`src/rtl/riscv_lsu.sv`:
```
// riscv_lsu
// Load/store unit for the execute stage. Takes the decoder's memory controls,
// the ALU address and rs2 store data. It drives a req/gnt/rvalid data-memory
// port and stalls the core until the access completes. Loads return
// sign- or zero-extended data for write-back.
//
// Ports
//   clk_i, rst_i         core clock, synchronous active-high reset
//   lsu_req_i/we_i/size_i/addr_i/data_i
//                        request from the decoder/ALU (held while stalled)
//   lsu_stall_req_o      core stall while an accepted access is outstanding
//   lsu_data_o           extended load data, valid in the load completion cycle
//   lsu_misaligned_o     one-cycle flag for a misaligned/unsupported request
//   data_req_o/gnt_i/rvalid_i/rdata_i/we_o/be_o/addr_o/wdata_o
//                        data-memory port
module riscv_lsu (
  input  logic        clk_i,
  input  logic        rst_i,
  input  logic        lsu_req_i,
  input  logic        lsu_we_i,
  input  logic [2:0]  lsu_size_i,
  input  logic [31:0] lsu_addr_i,
  input  logic [31:0] lsu_data_i,
  output logic        lsu_stall_req_o,
  output logic [31:0] lsu_data_o,
  output logic        lsu_misaligned_o,
  output logic        data_req_o,
  input  logic        data_gnt_i,
  input  logic        data_rvalid_i,
  input  logic [31:0] data_rdata_i,
  output logic        data_we_o,
  output logic [3:0]  data_be_o,
  output logic [31:0] data_addr_o,
  output logic [31:0] data_wdata_o
);

  typedef enum logic [1:0] {
    IDLE        = 2'd0,
    WAIT_GNT    = 2'd1,
    WAIT_RVALID = 2'd2
  } state_t;

  state_t      state_r, state_next_s;
  logic [2:0]  size_q;
  logic [1:0]  off_q;
  logic        we_q;

  logic        latch_s;
  logic        req_s;
  logic        stall_s;
  logic        misaligned_s;
  logic [31:0] rdata_ext_s;

  // Size 2 (W) needs word alignment, H/HU halfword alignment; 3, 6, 7 are unsupported.
  function automatic logic req_legal(input logic [2:0] size, input logic [1:0] off);
    logic legal;
    case (size)
      3'd0, 3'd4: legal = 1'b1;
      3'd1, 3'd5: legal = ~off[0];
      3'd2:       legal = (off == 2'b00);
      default:    legal = 1'b0;
    endcase
    return legal;
  endfunction

  function automatic logic [3:0] byte_enable(input logic [2:0] size, input logic [1:0] off);
    logic [3:0] be;
    case (size)
      3'd0, 3'd4: be = 4'b0001 << off;
      3'd1, 3'd5: be = 4'b0011 << {off[1], 1'b0};
      3'd2:       be = 4'b1111;
      default:    be = 4'b0000;
    endcase
    return be;
  endfunction

  // Replicate narrow store data so every byte lane carries it.
  function automatic logic [31:0] store_data(input logic [2:0] size, input logic [31:0] d);
    logic [31:0] w;
    case (size)
      3'd0, 3'd4: w = {4{d[7:0]}};
      3'd1, 3'd5: w = {2{d[15:0]}};
      default:    w = d;
    endcase
    return w;
  endfunction

  function automatic logic [31:0] load_extract(input logic [2:0] size, input logic [1:0] off,
                                               input logic [31:0] rdata);
    logic [7:0]  b;
    logic [15:0] h;
    logic [31:0] r;
    b = rdata[{off, 3'b000} +: 8];
    h = off[1] ? rdata[31:16] : rdata[15:0];
    case (size)
      3'd0:    r = {{24{b[7]}}, b};
      3'd4:    r = {24'd0, b};
      3'd1:    r = {{16{h[15]}}, h};
      3'd5:    r = {16'd0, h};
      3'd2:    r = rdata;
      default: r = 32'd0;
    endcase
    return r;
  endfunction

  // Next-state and per-state control decode.
  always_comb begin
    state_next_s = state_r;
    latch_s      = 1'b0;
    req_s        = 1'b0;
    stall_s      = 1'b0;
    misaligned_s = 1'b0;
    rdata_ext_s  = 32'd0;
    case (state_r)
      IDLE: begin
        if (lsu_req_i) begin
          if (req_legal(lsu_size_i, lsu_addr_i[1:0])) begin
            latch_s = 1'b1;
            req_s   = 1'b1;
            stall_s = 1'b1;
            if (data_gnt_i) begin
              state_next_s = WAIT_RVALID;
            end else begin
              state_next_s = WAIT_GNT;
            end
          end else begin
            misaligned_s = 1'b1;
          end
        end else begin
          state_next_s = IDLE;
        end
      end
      WAIT_GNT: begin
        req_s   = 1'b1;
        stall_s = 1'b1;
        if (data_gnt_i) begin
          state_next_s = WAIT_RVALID;
        end else begin
          state_next_s = WAIT_GNT;
        end
      end
      WAIT_RVALID: begin
        // A grant seen here is ignored; only rvalid moves the FSM on.
        if (data_rvalid_i) begin
          state_next_s = IDLE;
          if (we_q) begin
            rdata_ext_s = 32'd0;
          end else begin
            rdata_ext_s = load_extract(size_q, off_q, data_rdata_i);
          end
        end else begin
          stall_s = 1'b1;
        end
      end
      default: begin
        state_next_s = IDLE;
      end
    endcase
  end

  // Output drive; everything is held at zero while reset is asserted.
  always_comb begin
    lsu_stall_req_o  = 1'b0;
    lsu_data_o       = 32'd0;
    lsu_misaligned_o = 1'b0;
    data_req_o       = 1'b0;
    data_we_o        = 1'b0;
    data_be_o        = 4'b0000;
    data_addr_o      = 32'd0;
    data_wdata_o     = 32'd0;
    if (rst_i) begin
      lsu_stall_req_o = 1'b0;
    end else begin
      lsu_stall_req_o  = stall_s;
      lsu_data_o       = rdata_ext_s;
      lsu_misaligned_o = misaligned_s;
      data_req_o       = req_s;
      if (req_s) begin
        // Address phase is driven from the live inputs the core holds stable.
        data_we_o    = lsu_we_i;
        data_be_o    = byte_enable(lsu_size_i, lsu_addr_i[1:0]);
        data_addr_o  = {lsu_addr_i[31:2], 2'b00};
        data_wdata_o = store_data(lsu_size_i, lsu_data_i);
      end else begin
        data_we_o = 1'b0;
      end
    end
  end

  // State register and request attribute latch.
  always_ff @(posedge clk_i) begin
    if (rst_i) begin
      state_r <= IDLE;
      size_q  <= 3'd0;
      off_q   <= 2'd0;
      we_q    <= 1'b0;
    end else begin
      state_r <= state_next_s;
      if (latch_s) begin
        size_q <= lsu_size_i;
        off_q  <= lsu_addr_i[1:0];
        we_q   <= lsu_we_i;
      end
    end
  end

endmodule

```
`config.mk`:
```
export PLATFORM = sky130hd
export DESIGN_NAME = riscv_lsu
export DESIGN_NICKNAME = d
export VERILOG_FILES = /design/src/rtl/riscv_lsu.sv
export SDC_FILE = /design/constraint.sdc
export NUM_CORES = 1
export LEC_CHECK = 0
export BUFFER_PORTS_ARGS = -buffer_cell sky130_fd_sc_hd__buf_4
export CORE_ASPECT_RATIO = 0.75
export CORE_UTILIZATION = 32
export CTS_BUF_LIST = sky130_fd_sc_hd__clkbuf_8 sky130_fd_sc_hd__clkbuf_16
export DETAILED_ROUTE_END_ITERATION = 16
export GPL_TIMING_DRIVEN = 1
export PLACE_DENSITY = 0.79
export SYNTH_ARGS = -nofsm -noshare
export SYNTH_HDL_FRONTEND = slang
export SYNTH_SLANG_ARGS = --single-unit
```
`constraint.sdc`:
```
create_clock -name clk_i -period 1.3 [get_ports clk_i]
set_input_delay 0.065 -clock clk_i [delete_from_list [all_inputs] [get_ports clk_i]]
set_output_delay 0.065 -clock clk_i [all_outputs]
set_load 0.01 [all_outputs]
```
==> impl_results.md <==
* Failing checks: negative setup slack
* Buffers on Ports at 206
* Maximum clock rate at 542 MHz
* Hold depth at 2
* 1st-pass router iterations at 6
* Reg-to-Reg Start: state_r[0]$_SDFFE_PP0P_
* TritonCTS buffer count at 3
* Final Hold Viols at 0
* P_leak at 0.00233 uW
* Initial antenna violation count at 0
* Crit-path leading delay family: compound AO/OA/AOI/OAI gates
* Post-Layout Inst Area at 4950 um2
* CTS tree: done
* Reg2reg end: size_q[1]$_SDFFE_PP0N_
* Hold slack at 29.0 ps
* Worst min path class: input port to flip-flop
* WL per Instance at 23.3 um
* CP arrival at 1780 ps
* # DRC at 0
* Core ar. at 5500 um2
* CP peak stage delay at 390 ps
* Via/cell ratio at 6.01
* Final Max Tran Viols at 0
* Unrepaired setup endpoints after global routing: true
* Fin crit share at 142%
* Final Skew at 9.25 ps
* Reg clk slew, reported paths at 50 ps
* Synth Warn # at 0
* Power density over the cells at 434 nW/um2
* Cell count after synthesis at 299
* Max-cap violations at 0
* H-tree depth at 1
* Post-synth EDFFs at 0
* CP bufs+invs at 2
* Initial drt markers at 418
* Post-Synthesis Cell Area at 1870 um2
* Final #Nets at 656
* DP Area at 3860 um2
* Die Height at 68.2 um
* Slowest-stage cell, CP: dfxtp_4
* Largest net degree at the start of global routing at 32
* Layout Utilization at 90.1%
* Main synth FF type: dfxtp_1
* CP required at 1240 ps
* Global-route wire length before repair at 15500 um
* Antenna Violating Nets Remaining at 0
* Hold Crit Start: data_gnt_i
* FF-to-FF setup slack at -260 ps
* Final setup fails at 110
* Layout Area Growth over Synthesis at 165%
* Sequential element share of the synthesized area at 8.56%
* Gr usage total at 32.1%
* Async SR Flop Fraction at 0%
* Worst-case reg-to-reg path depth at 8
* FP Rows at 23
* Vias in the first global route at 3086
* Mean Syn Cell Area at 6.26 um2
* CP cell instances: mux2i_2, o21ai_0, o311ai_2, buf_6, a21oi_1, buf_4
* Chip width at 90.3 um
* CTS Buffer Depth at 2
* Share of cells above drive strength 1 at 73.6%
* HPWL Detailed at 7530 um
* Total grt overflow at 0
* VDD IR-drop max at 0.323 mV
* WS Path Type: flip-flop to output port
* Initial Util at 34.0%
* Levels on crit path at 6
* Post-synthesis register bit count at 8
* Worst-path fanout max at 16
* Post-route worst setup slack at -544 ps
* IO Count at 209
* Die Area at 6160 um2
* Status: finished, violations left
* Cell variety after synth at 38
* Crit. End Element: output port
* Clk sinks at 8
* Startpoint Class: flip-flop
* Clk root buf: clkbuf_8
* Fin crit period at 1840 ps
* Hold endpoint: state_r[0]$_SDFFE_PP0P_
* Via count at 3750
* Antenna Cells at 0
* Worst-Skew Late Latency at 240 ps
* Final wirelength at 14500 um
* GP Congestion at 0.843
[cells in the mapped netlist (2+ instances only)]
cell | n | share of area [%]
o21ai_0 | 4 | 1.1
a21oi_1 | 48 | 13
a22oi_1 | 7 | 2.8
buf_1 | 2 | 0.40
nor2b_1 | 2 | 0.67
and2_1 | 40 | 13
clkbuf_1 | 11 | 2.2
buf_2 | 5 | 1.3
nor2_1 | 46 | 9.2
o21ai_1 | 2 | 0.54
buf_4 | 2 | 0.80
nor3b_1 | 2 | 0.80
nand2_1 | 39 | 7.8
clkbuf_2 | 3 | 0.80
mux2i_1 | 22 | 12
nand3_1 | 5 | 1.3
a31oi_1 | 5 | 1.7
nor3_1 | 4 | 1.1
nand2b_1 | 4 | 1.3
or2_2 | 2 | 0.67
a222oi_1 | 5 | 2.7
inv_1 | 2 | 0.40
and3_1 | 2 | 0.67
dfxtp_1 | 8 | 8.6
buf_6 | 3 | 1.8
mux2_2 | 11 | 6.6
a211o_1 | 2 | 0.94
[through the flow]
stage	std cells	setup TNS [ps]	setup slack [ps]	power (uW)
finish	624	-43200	-544	2150
global placement	600	-16170	-214	1320
detailed placement	600	-18690	-243	1340
CTS	616	-32790	-382	1860
global route	624	-45800	-592	2200
floorplan	300	-2890	-187	760
[report_power, final]
group / switching, uW / leakage, uW / internal (uW)
Clock: 125 / 0.0000216 / 203
Sequential: 24.5 / 0.0000692 / 256
Combinational: 722 / 0.00224 / 818
[registers in the layout (all words and copies together) (netlist names)]
signal	count
off_q	2
size_q	3
state_r	2
we_q	1
[worst max path at each step]
stage / from / to
3_3_place_gp: lsu_addr_i[0] / data_addr_o[15]
2_1_floorplan: off_q[1]$_SDFFE_PP0N_ / lsu_data_o[10]
6_report: off_q[1]$_SDFFE_PP0N_ / lsu_data_o[22]
5_1_grt: off_q[1]$_SDFFE_PP0N_ / lsu_data_o[22]
3_5_place_dp: lsu_addr_i[0] / data_addr_o[15]
4_1_cts: off_q[1]$_SDFFE_PP0N_ / lsu_data_o[23]
[placed cells by master, fill, tap and decap left out, types with 5 or more instances in the layout]
cell type and n:
nor2_1 26, a22oi_1 6, and2_4 39, mux2_4 6, a21oi_1 26, buf_4 180
mux2_2 5, buf_6 73, buf_8 6, a222oi_1 5, mux2i_1 20, nand2_1 38
a21oi_2 20, nor2_4 19, buf_12 7
[layer usage]
metal / part of all wire (%) / up-vias / global-route usage [%] / routed length (um)
li1: - / 1545 / - / -
met3: 8.4 / 80 / 7.22 / 1230
met2: 51 / 314 / 59.7 / 7360
met5: 0 / - / 0 / 0
met4: 5.4 / 0 / 11.3 / 788
met1: 36 / 1811 / 37.2 / 5170
[cell families after synthesis]
family          synth area share [%]
buf+inv                         7.96
simple gates                    39.3
flops                           8.56
other cells                    0.200
mux                             18.4
compound gates                  25.6
[cell type report]
type	instances	area [um2]
Clock buffer	3	41.3
Fill cell	239	547
Inverter	3	26.3
Multi-Input combinational cell	263	2080
Sequential cell	8	176
Tap cell	75	93.8
Timing Repair Buffer	272	2540
[timing repair]
item                                    4_1_cts  5_1_grt
pin swaps                                    27       53
endpoints found under the setup margin      102      110
resized for setup                           109      114
hold buffers                                  0        0
cloned                                        5        5
buffers inserted                              8        7
Note: power is estimated with default switching activity, not from simulation.
